==> config.mk <==
export PLATFORM = sky130hd
export DESIGN_NAME = wb_select_stage
export DESIGN_NICKNAME = d
export VERILOG_FILES = /design/src/rtl/wb_pkg.sv /design/src/rtl/wb_select_stage_load_extend.sv /design/src/rtl/wb_select_stage.sv
export SDC_FILE = /design/constraint.sdc
export NUM_CORES = 1
export LEC_CHECK = 0
export CAP_MARGIN = 30
export CORE_UTILIZATION = 45
export DETAILED_ROUTE_END_ITERATION = 7
export PLACE_DENSITY = 0.82
export SLEW_MARGIN = 20
export SYNTH_ARGS = -nofsm -noshare
export SYNTH_HDL_FRONTEND = slang
export SYNTH_HIERARCHICAL = 1
export SYNTH_SLANG_ARGS = --single-unit
==> constraint.sdc <==
create_clock -name clk -period 5.1 [get_ports clk]
set_clock_uncertainty 0.15 [all_clocks]
set_input_delay 1.02 -clock clk [delete_from_list [all_inputs] [get_ports clk]]
set_output_delay 1.02 -clock clk [all_outputs]
set_load 0.03 [all_outputs]
==> src/rtl/wb_pkg.sv <==
// Shared definitions for the writeback select stage: default width, load funct3
// encodings and the conventional writeback source indices.
package wb_pkg;

  localparam int WB_XLEN = 64;

  typedef enum logic [2:0] {
    F3_LB   = 3'b000,
    F3_LH   = 3'b001,
    F3_LW   = 3'b010,
    F3_LD   = 3'b011,
    F3_LBU  = 3'b100,
    F3_LHU  = 3'b101,
    F3_LWU  = 3'b110,
    F3_PASS = 3'b111
  } ld_funct3_e;

  localparam int SRC_ALU = 0;
  localparam int SRC_MEM = 1;
  localparam int SRC_PC4 = 2;
  localparam int SRC_IMM = 3;

  // Select width leaves room for at least one out-of-range code so a bad
  // select can be flagged even when NUM_SRC is a power of two.
  function automatic int sel_w(input int num_src);
    return $clog2(num_src + 1);
  endfunction

endpackage

==> src/rtl/wb_select_stage_load_extend.sv <==
// load_extend: aligns raw load data by byte offset and sign/zero-extends it
// according to the RISC-V load funct3. Purely combinational.
module load_extend
  import wb_pkg::*;
#(
  parameter int XLEN = WB_XLEN
) (
  input  logic [XLEN-1:0] data,
  input  logic [2:0]      funct3,
  input  logic [2:0]      off,
  output logic [XLEN-1:0] ext
);

  function automatic logic [XLEN-1:0] sext(input logic [XLEN-1:0] v, input int bits);
    logic signed [XLEN-1:0] t;
    t = $signed(v << (XLEN - bits));
    return t >>> (XLEN - bits);
  endfunction

  function automatic logic [XLEN-1:0] zext(input logic [XLEN-1:0] v, input int bits);
    return v & ({XLEN{1'b1}} >> (XLEN - bits));
  endfunction

  logic [2:0]      off_eff;
  logic [XLEN-1:0] shifted;

  always_comb begin
    // A 32-bit word only has four byte lanes, so offset bit 2 is meaningless there.
    off_eff = (XLEN == 32) ? {1'b0, off[1:0]} : off;
    shifted = data >> {off_eff, 3'b000};
    ext     = shifted;
    case (ld_funct3_e'(funct3))
      F3_LB:   ext = sext(shifted, 8);
      F3_LH:   ext = sext(shifted, 16);
      F3_LW:   ext = (XLEN > 32) ? sext(shifted, 32) : shifted;
      F3_LBU:  ext = zext(shifted, 8);
      F3_LHU:  ext = zext(shifted, 16);
      F3_LWU:  ext = (XLEN > 32) ? zext(shifted, 32) : shifted;
      default: ext = shifted;
    endcase
  end

endmodule

==> src/rtl/wb_select_stage.sv <==
// Writeback select stage: source mux, load extension, one registered output beat
// with valid/ready. Define WB_SKID_BUF_EN to build the one-entry skid buffer.
module wb_select_stage
  import wb_pkg::*;
#(
  parameter  int XLEN        = WB_XLEN,
  parameter  int NUM_SRC     = 4,
  parameter  int MEM_SRC_IDX = SRC_MEM,
  localparam int SELW        = sel_w(NUM_SRC)
) (
  input  logic                    clk,
  input  logic                    rst,
  input  logic                    flush,
  input  logic                    in_valid,
  output logic                    in_ready,
  input  logic [NUM_SRC*XLEN-1:0] src_data,
  input  logic [SELW-1:0]         src_sel,
  input  logic [2:0]              ld_funct3,
  input  logic [2:0]              ld_off,
  input  logic [4:0]              rd_addr,
  input  logic                    reg_write,
  output logic                    out_valid,
  input  logic                    out_ready,
  output logic [XLEN-1:0]         wb_data,
  output logic [4:0]              wb_rd,
  output logic                    wb_we,
  output logic                    sel_err
);

  logic [XLEN-1:0] sel_data, ext_data, res_data;
  logic            sel_ok, is_mem, res_we, accept;

  logic            vld_p1;
  logic [XLEN-1:0] data_p1;
  logic [4:0]      rd_p1;
  logic            we_p1;
  logic            err_q;

  // Stage p0: select source, extend load data, qualify the write enable.
  always_comb begin
    sel_data = '0;
    sel_ok   = 1'b0;
    for (int k = 0; k < NUM_SRC; k++) begin
      if (src_sel == SELW'(k)) begin
        sel_data = src_data[k*XLEN +: XLEN];
        sel_ok   = 1'b1;
      end
    end
    is_mem   = (src_sel == SELW'(MEM_SRC_IDX));
    res_data = is_mem ? ext_data : sel_data;
    res_we   = reg_write && (rd_addr != 5'd0) && sel_ok;
  end

  load_extend #(.XLEN(XLEN)) u_load_extend (
    .data   (sel_data),
    .funct3 (ld_funct3),
    .off    (ld_off),
    .ext    (ext_data)
  );

`ifdef WB_SKID_BUF_EN
  logic            skid_vld;
  logic [XLEN-1:0] skid_data;
  logic [4:0]      skid_rd;
  logic            skid_we;

  assign in_ready = !skid_vld;
  assign accept   = in_valid && !skid_vld && !flush;

  // Stage p1: output register fed from the skid entry first, so order is kept.
  always_ff @(posedge clk or posedge rst) begin
    if (rst) begin
      vld_p1    <= 1'b0;
      data_p1   <= '0;
      rd_p1     <= '0;
      we_p1     <= 1'b0;
      skid_vld  <= 1'b0;
      skid_data <= '0;
      skid_rd   <= '0;
      skid_we   <= 1'b0;
    end else if (flush) begin
      vld_p1   <= 1'b0;
      skid_vld <= 1'b0;
    end else if (!vld_p1 || out_ready) begin
      if (skid_vld) begin
        vld_p1   <= 1'b1;
        data_p1  <= skid_data;
        rd_p1    <= skid_rd;
        we_p1    <= skid_we;
        skid_vld <= 1'b0;
      end else if (accept) begin
        vld_p1  <= 1'b1;
        data_p1 <= res_data;
        rd_p1   <= rd_addr;
        we_p1   <= res_we;
      end else begin
        vld_p1 <= 1'b0;
      end
    end else if (accept) begin
      skid_vld  <= 1'b1;
      skid_data <= res_data;
      skid_rd   <= rd_addr;
      skid_we   <= res_we;
    end
  end
`else
  assign in_ready = !vld_p1 || out_ready;
  assign accept   = in_valid && in_ready && !flush;

  // Stage p1: output register, held while the consumer stalls.
  always_ff @(posedge clk or posedge rst) begin
    if (rst) begin
      vld_p1  <= 1'b0;
      data_p1 <= '0;
      rd_p1   <= '0;
      we_p1   <= 1'b0;
    end else if (flush) begin
      vld_p1 <= 1'b0;
    end else if (accept) begin
      vld_p1  <= 1'b1;
      data_p1 <= res_data;
      rd_p1   <= rd_addr;
      we_p1   <= res_we;
    end else if (out_ready) begin
      vld_p1 <= 1'b0;
    end
  end
`endif

  always_ff @(posedge clk or posedge rst) begin
    if (rst)                   err_q <= 1'b0;
    else if (accept && !sel_ok) err_q <= 1'b1;
  end

  assign out_valid = vld_p1;
  assign wb_data   = data_p1;
  assign wb_rd     = rd_p1;
  assign wb_we     = we_p1;
  assign sel_err   = err_q;

endmodule

# --- Word-level counts from Yosys, hierarchy flattened ---
# Cells that the tools add are included.
totals:
  regBits: 72
  in_bits: 276
op_classes:
  eq_ne: 8
  shifts: 1
  muxes: 13
  n_bitwise: 1
  reduce_logical: 14
ops:
  columns: ["op", "count"]
  rows:
  - ["64-bit one-hot mux with 6 select lines", 1]
  - ["64-bit 2-to-1 mux", 5]
  - ["64-bit by 6-bit right shift with 64-bit output", 1]
  - ["3-bit by 2-bit == test with 1-bit output (second input constant)", 3]
  - ["3-bit == test (second input constant)", 3]
  - ["1-bit 2-to-1 mux", 7]
  - ["3-bit by 1-bit == test with 1-bit output (second input constant)", 2]
  - ["3-bit logical NOT", 2]
  - ["1-bit logical AND", 5]
  - ["5-bit nonzero test", 1]
  - ["1-bit logical NOT", 3]
  - ["3-bit nonzero test", 1]
  - ["2-bit AND reduction", 1]
  - ["1-bit logical OR", 1]
  - ["1-bit inverter", 1]

# --- Logic depth before layout (Yosys ltp) ---
depth:
  ltp_word: 8
  depth_mapped: 15

# --- Cells and area by module ---
# The synthesis kept the hierarchy.
by_module_without_submodules:
  columns: ["mod", "instances", "cells_per_inst", "area_per_inst_um2", "seq_area_each_um2"]
  rows:
  - ["wb_select_stage", 1, 724, 6551.3, 1801.7]
  - ["load_extend", 1, 261, 2309.7, 0.0]

# --- Least setup slack after synthesis ---
# Ideal clock, no wire load.
synth_path:
  kind: "input -> register"
  start: "in src_sel[0]"
  end: "reg data_p1[33] (netlist: wb_data[33])"
  arrival_time_ns: 3.582
  required_time_ns: 4.872
  path_slack_ns: 1.290
  cell_stages: 14
  path_cell_list: "buf_2 > buf_2 > clkbuf_1 > nor2_1 > a211oi_1 > mux2i_1 > a22oi_2 > nand4_1 > buf_4 > buf_4 > nand4_1 > nand2b_1 > a311o_1 > o2bb2ai_1"
synth_via:
  elab_chain_cells: 8
  word_cells_on_any_way: 11
  cone_classes: "3 x eq/ne; 1 x shift; 6 x mux; 1 x reduce/logical"
synth_rtl:
  columns: ["item", "line_no", "rtl"]
  rows:
  - ["from (decl)", "wb_select_stage.sv:17", "input logic [SELW-1:0] src_sel,"]
  - ["3-bit logical NOT", "wb_select_stage.sv:44", "if (src_sel == SELW'(k)) begin"]
  - ["64-bit 2-to-1 mux (3 in series)", "wb_select_stage.sv:44", null]
  - ["64-bit 2-to-1 mux (*)", "wb_select_stage.sv:44", null]
  - ["net sel_data[63]", "wb_select_stage.sv:30", "logic [XLEN-1:0] sel_data, ext_data, res_data;"]
  - ["64-bit by 6-bit right shift with 64-bit output (*)", "wb_select_stage_load_extend.sv:30", "shifted = data >> {off_eff, 3'b000};"]
  - ["64-bit one-hot mux with 6 select lines (*)", "wb_select_stage_load_extend.sv:32", "case (ld_funct3_e'(funct3))"]
  - ["net ext_data[33]", "wb_select_stage.sv:30", null]
  - ["64-bit 2-to-1 mux (*)", "wb_select_stage.sv:50", "res_data = is_mem ? ext_data : sel_data;"]
  - ["to (signal assigned)", "wb_select_stage.sv:121", "data_p1 <= res_data;"]
  - ["to (decl)", "wb_select_stage.sv:34", "logic [XLEN-1:0] data_p1;"]
# Mark *: on every way through the listed nets, which the timed path passes. The rest lies on a longest branch.
# A chain may end at the register's enable or synchronous reset.

# --- Final worst setup path ---
layout_path:
  start: "in src_sel[1]"
  end: "reg data_p1[0] (netlist: wb_data[0])"
# Same word-level chain as after synthesis.

==> results.json <==
{
  "run_status": "complete, no violations",
  "cts-resized-gates": 0,
  "hold_class": "flip-flop to flip-flop",
  "yosysTopAreaCellShare": 0.203,
  "min_period_over_period": 0.822,
  "ys_warn_count": 6,
  "finalCriticalPeriod_ns": 4.19,
  "cp_data_arrival_time_ns": 4.29,
  "grt_max_degree": 120,
  "start_util": 0.466,
  "synthesis.nets": 1261,
  "drv_cap": 0,
  "die_h_um": 142,
  "clkLatencyLatePin_ns": 0.35,
  "avgSynthCellArea_um2": 9.00,
  "rows": 50,
  "coreArea_um2": 19000,
  "synthTopCellsByCount": "nand2b_1, mux2i_1, dfrtp_1, nor2_1, nand2_1",
  "drc": 0,
  "die_w_um": 142,
  "setup_ws_ns": 0.910,
  "path_buf_inv": 2,
  "pre_cts_slack_ns": 0.677,
  "critPathMaxFanout": 119,
  "synthDistinctLibCells": 48,
  "power_density_nw_per_um2": 214,
  "routedWlPerCell_um": 22.4,
  "overflow": 0,
  "synth_seq_cells": 72,
  "synth-edff-count": 0,
  "startpoint_type": "input pin",
  "cts_buffers": 9,
  "via_per_inst": 6.30,
  "hpwl_um": 24300,
  "first_pass_iters": 5,
  "antenna_found_initial": 0,
  "async_flop_share": 1.00,
  "diodes": 0,
  "grt_setup_unrepaired": "false",
  "cp-end-kind": "flip-flop",
  "io_pins": 349,
  "slowest_stage": "a31oi_1",
  "cts.clk_slew.worst_paths_ns": 0.06,
  "setup_viol": 0,
  "die_area_um2": 20300,
  "place_area_um2": 12200,
  "max_freq_mhz": 239,
  "fin_nets": 1518,
  "crit_type": "input pin to flip-flop",
  "drive_gt1_frac": 0.123,
  "final_cell_count_no_fill": 1507,
  "crit_chain": "buf_6, buf_12, mux2_2, o21bai_1, a31oi_1, mux2i_1, mux2i_1, mux2_2, nand2b_1, o22ai_1, o41ai_2",
  "syn_area_um2": 8860,
  "syn_inst": 985,
  "wl_um": 33800,
  "final.setup.tns_ns": 0,
  "synthTopCellsByArea": "dfrtp_1, mux2i_1, nand2b_1, mux4_2, o41ai_2",
  "post-cts-setup-buffers": 0,
  "ys.flop_type": "dfrtp_1",
  "slew_headroom": 0.432,
  "critPathTopFamily": "multiplexers",
  "grt_pass1_vias": 9268,
  "track_usage": 0.326,
  "report.final.slew_viol_count": 0,
  "dp_cells": 1491,
  "io_buffers": 348,
  "holdBufCountCts": 0,
  "slowest_delay_ns": 0.53,
  "ir_worst_vdd_mv": 0.214,
  "clockBufferDepth": 2,
  "synth.most_common_cell": "nand2b_1",
  "finalHoldViolCount": 0,
  "first_iter_violations": 917,
  "leakagePower_nw": 4.91,
  "syn_to_final_growth_pct": 41.0,
  "grt_pass1_wl_um": 51100,
  "cts.sinks": 72,
  "vias": 9493,
  "max_slew.worst_pin.slew_ns": 0.852,
  "cts_htree_levels": 3,
  "root_buffer": "clkbuf_16",
  "antenna_left": 0,
  "yosys.area.top_type": "dfrtp_1",
  "final_area_um2": 12500,
  "crit_required_ns": 5.20,
  "ys_seq_area_frac": 0.203,
  "cts_tree": "done",
  "gp_congestion": 0.950
}
-- registers in the layout, summed over array words and instances, names as in the netlist --
name       flops
sel_err        1
out_valid      1
wb_data       64
wb_rd          5
wb_we          1
-- final cells by class --
| cell class | count | area, um2 |
|---|---|---|
| fill | 1593 | 6520 |
| multi-input combinational | 787 | 6350 |
| timing repair buffer | 370 | 3690 |
| sequential | 72 | 1800 |
| tap | 260 | 325 |
| clock buffer | 9 | 225 |
| clock inverter | 7 | 95.1 |
| inverter | 2 | 8.76 |
-- per-stage QoR --
step                hold slack, ns   util  power [mW]
detailed placement           0.301  0.640        1.96
global placement             0.288  0.639        1.94
CTS                          0.318  0.657        2.68
global route                 0.342  0.657        2.78
floorplan                    0.486      -        1.43
finish                       0.315  0.657        2.68
-- path summary, 6_finish.rpt --
check / from / endpoint / slack [ns] / cells past startpoint
max: src_sel[1] / wb_data[0] / 0.91 / 11
min: sel_err / sel_err / 0.32 / 1
max reg2reg: out_valid / wb_data[14] / 3.27 / 4
min reg2reg: sel_err / sel_err / 0.32 / 1
max in group asynchronous: rst / out_valid / 2.87 / 3
min in group asynchronous: rst / wb_data[52] / 0.93 / 2
-- where the power goes --
part / switching, mW / internal [mW]
Clock: 0.284 / 0.430
Combinational: 0.653 / 0.614
Sequential: 0.0471 / 0.651
Total: 0.984 / 1.69
-- cell families (layout without fill, tap and decap cells) --
logic type / count (synthesis) / after routing / synth area share
DFF: 72 / 72 / 0.203
and+or+nand+nor: 298 / 298 / 0.171
buffers and inverters: 126 / 388 / 0.0809
muxes: 183 / 183 / 0.258
AOI/OAI and AO/OA: 306 / 306 / 0.287
-- routing by layer --
layer / part of all wire / up-vias / GRT usage / routed length [um]
li1: - / 4309 / - / -
met1: 0.40 / 4533 / 0.419 / 13400
met2: 0.47 / 578 / 0.527 / 15900
met3: 0.10 / 73 / 0.0754 / 3360
met4: 0.032 / 0 / 0.131 / 1080
met5: 0 / - / 0 / 0
-- cell usage in the layout, fill, tap and decap left out, types with 2 or more instances in the layout --
master,count
clkdlybuf4s50_1,343
nand2b_1,98
mux2i_1,77
nor2_1,72
dfrtp_1,72
nand2_1,69
o21ai_0,44
mux2_2,42
o2bb2ai_1,39
mux2_1,36
a211oi_1,33
o22ai_1,33
o41ai_2,33
o21bai_1,31
a31oi_1,31
a311o_1,31
mux4_2,27
nand4_1,27
buf_4,21
o2111ai_1,14
nand3_1,12
clkbuf_16,9
a22oi_1,7
nor2b_1,6
clkinv_2,3
o211ai_1,3
bufinv_16,2
buf_6,2
buf_12,2
nor3b_1,2
a21oi_1,2
and2_1,2
No activity file was read; power rests on OpenSTA's default activity.
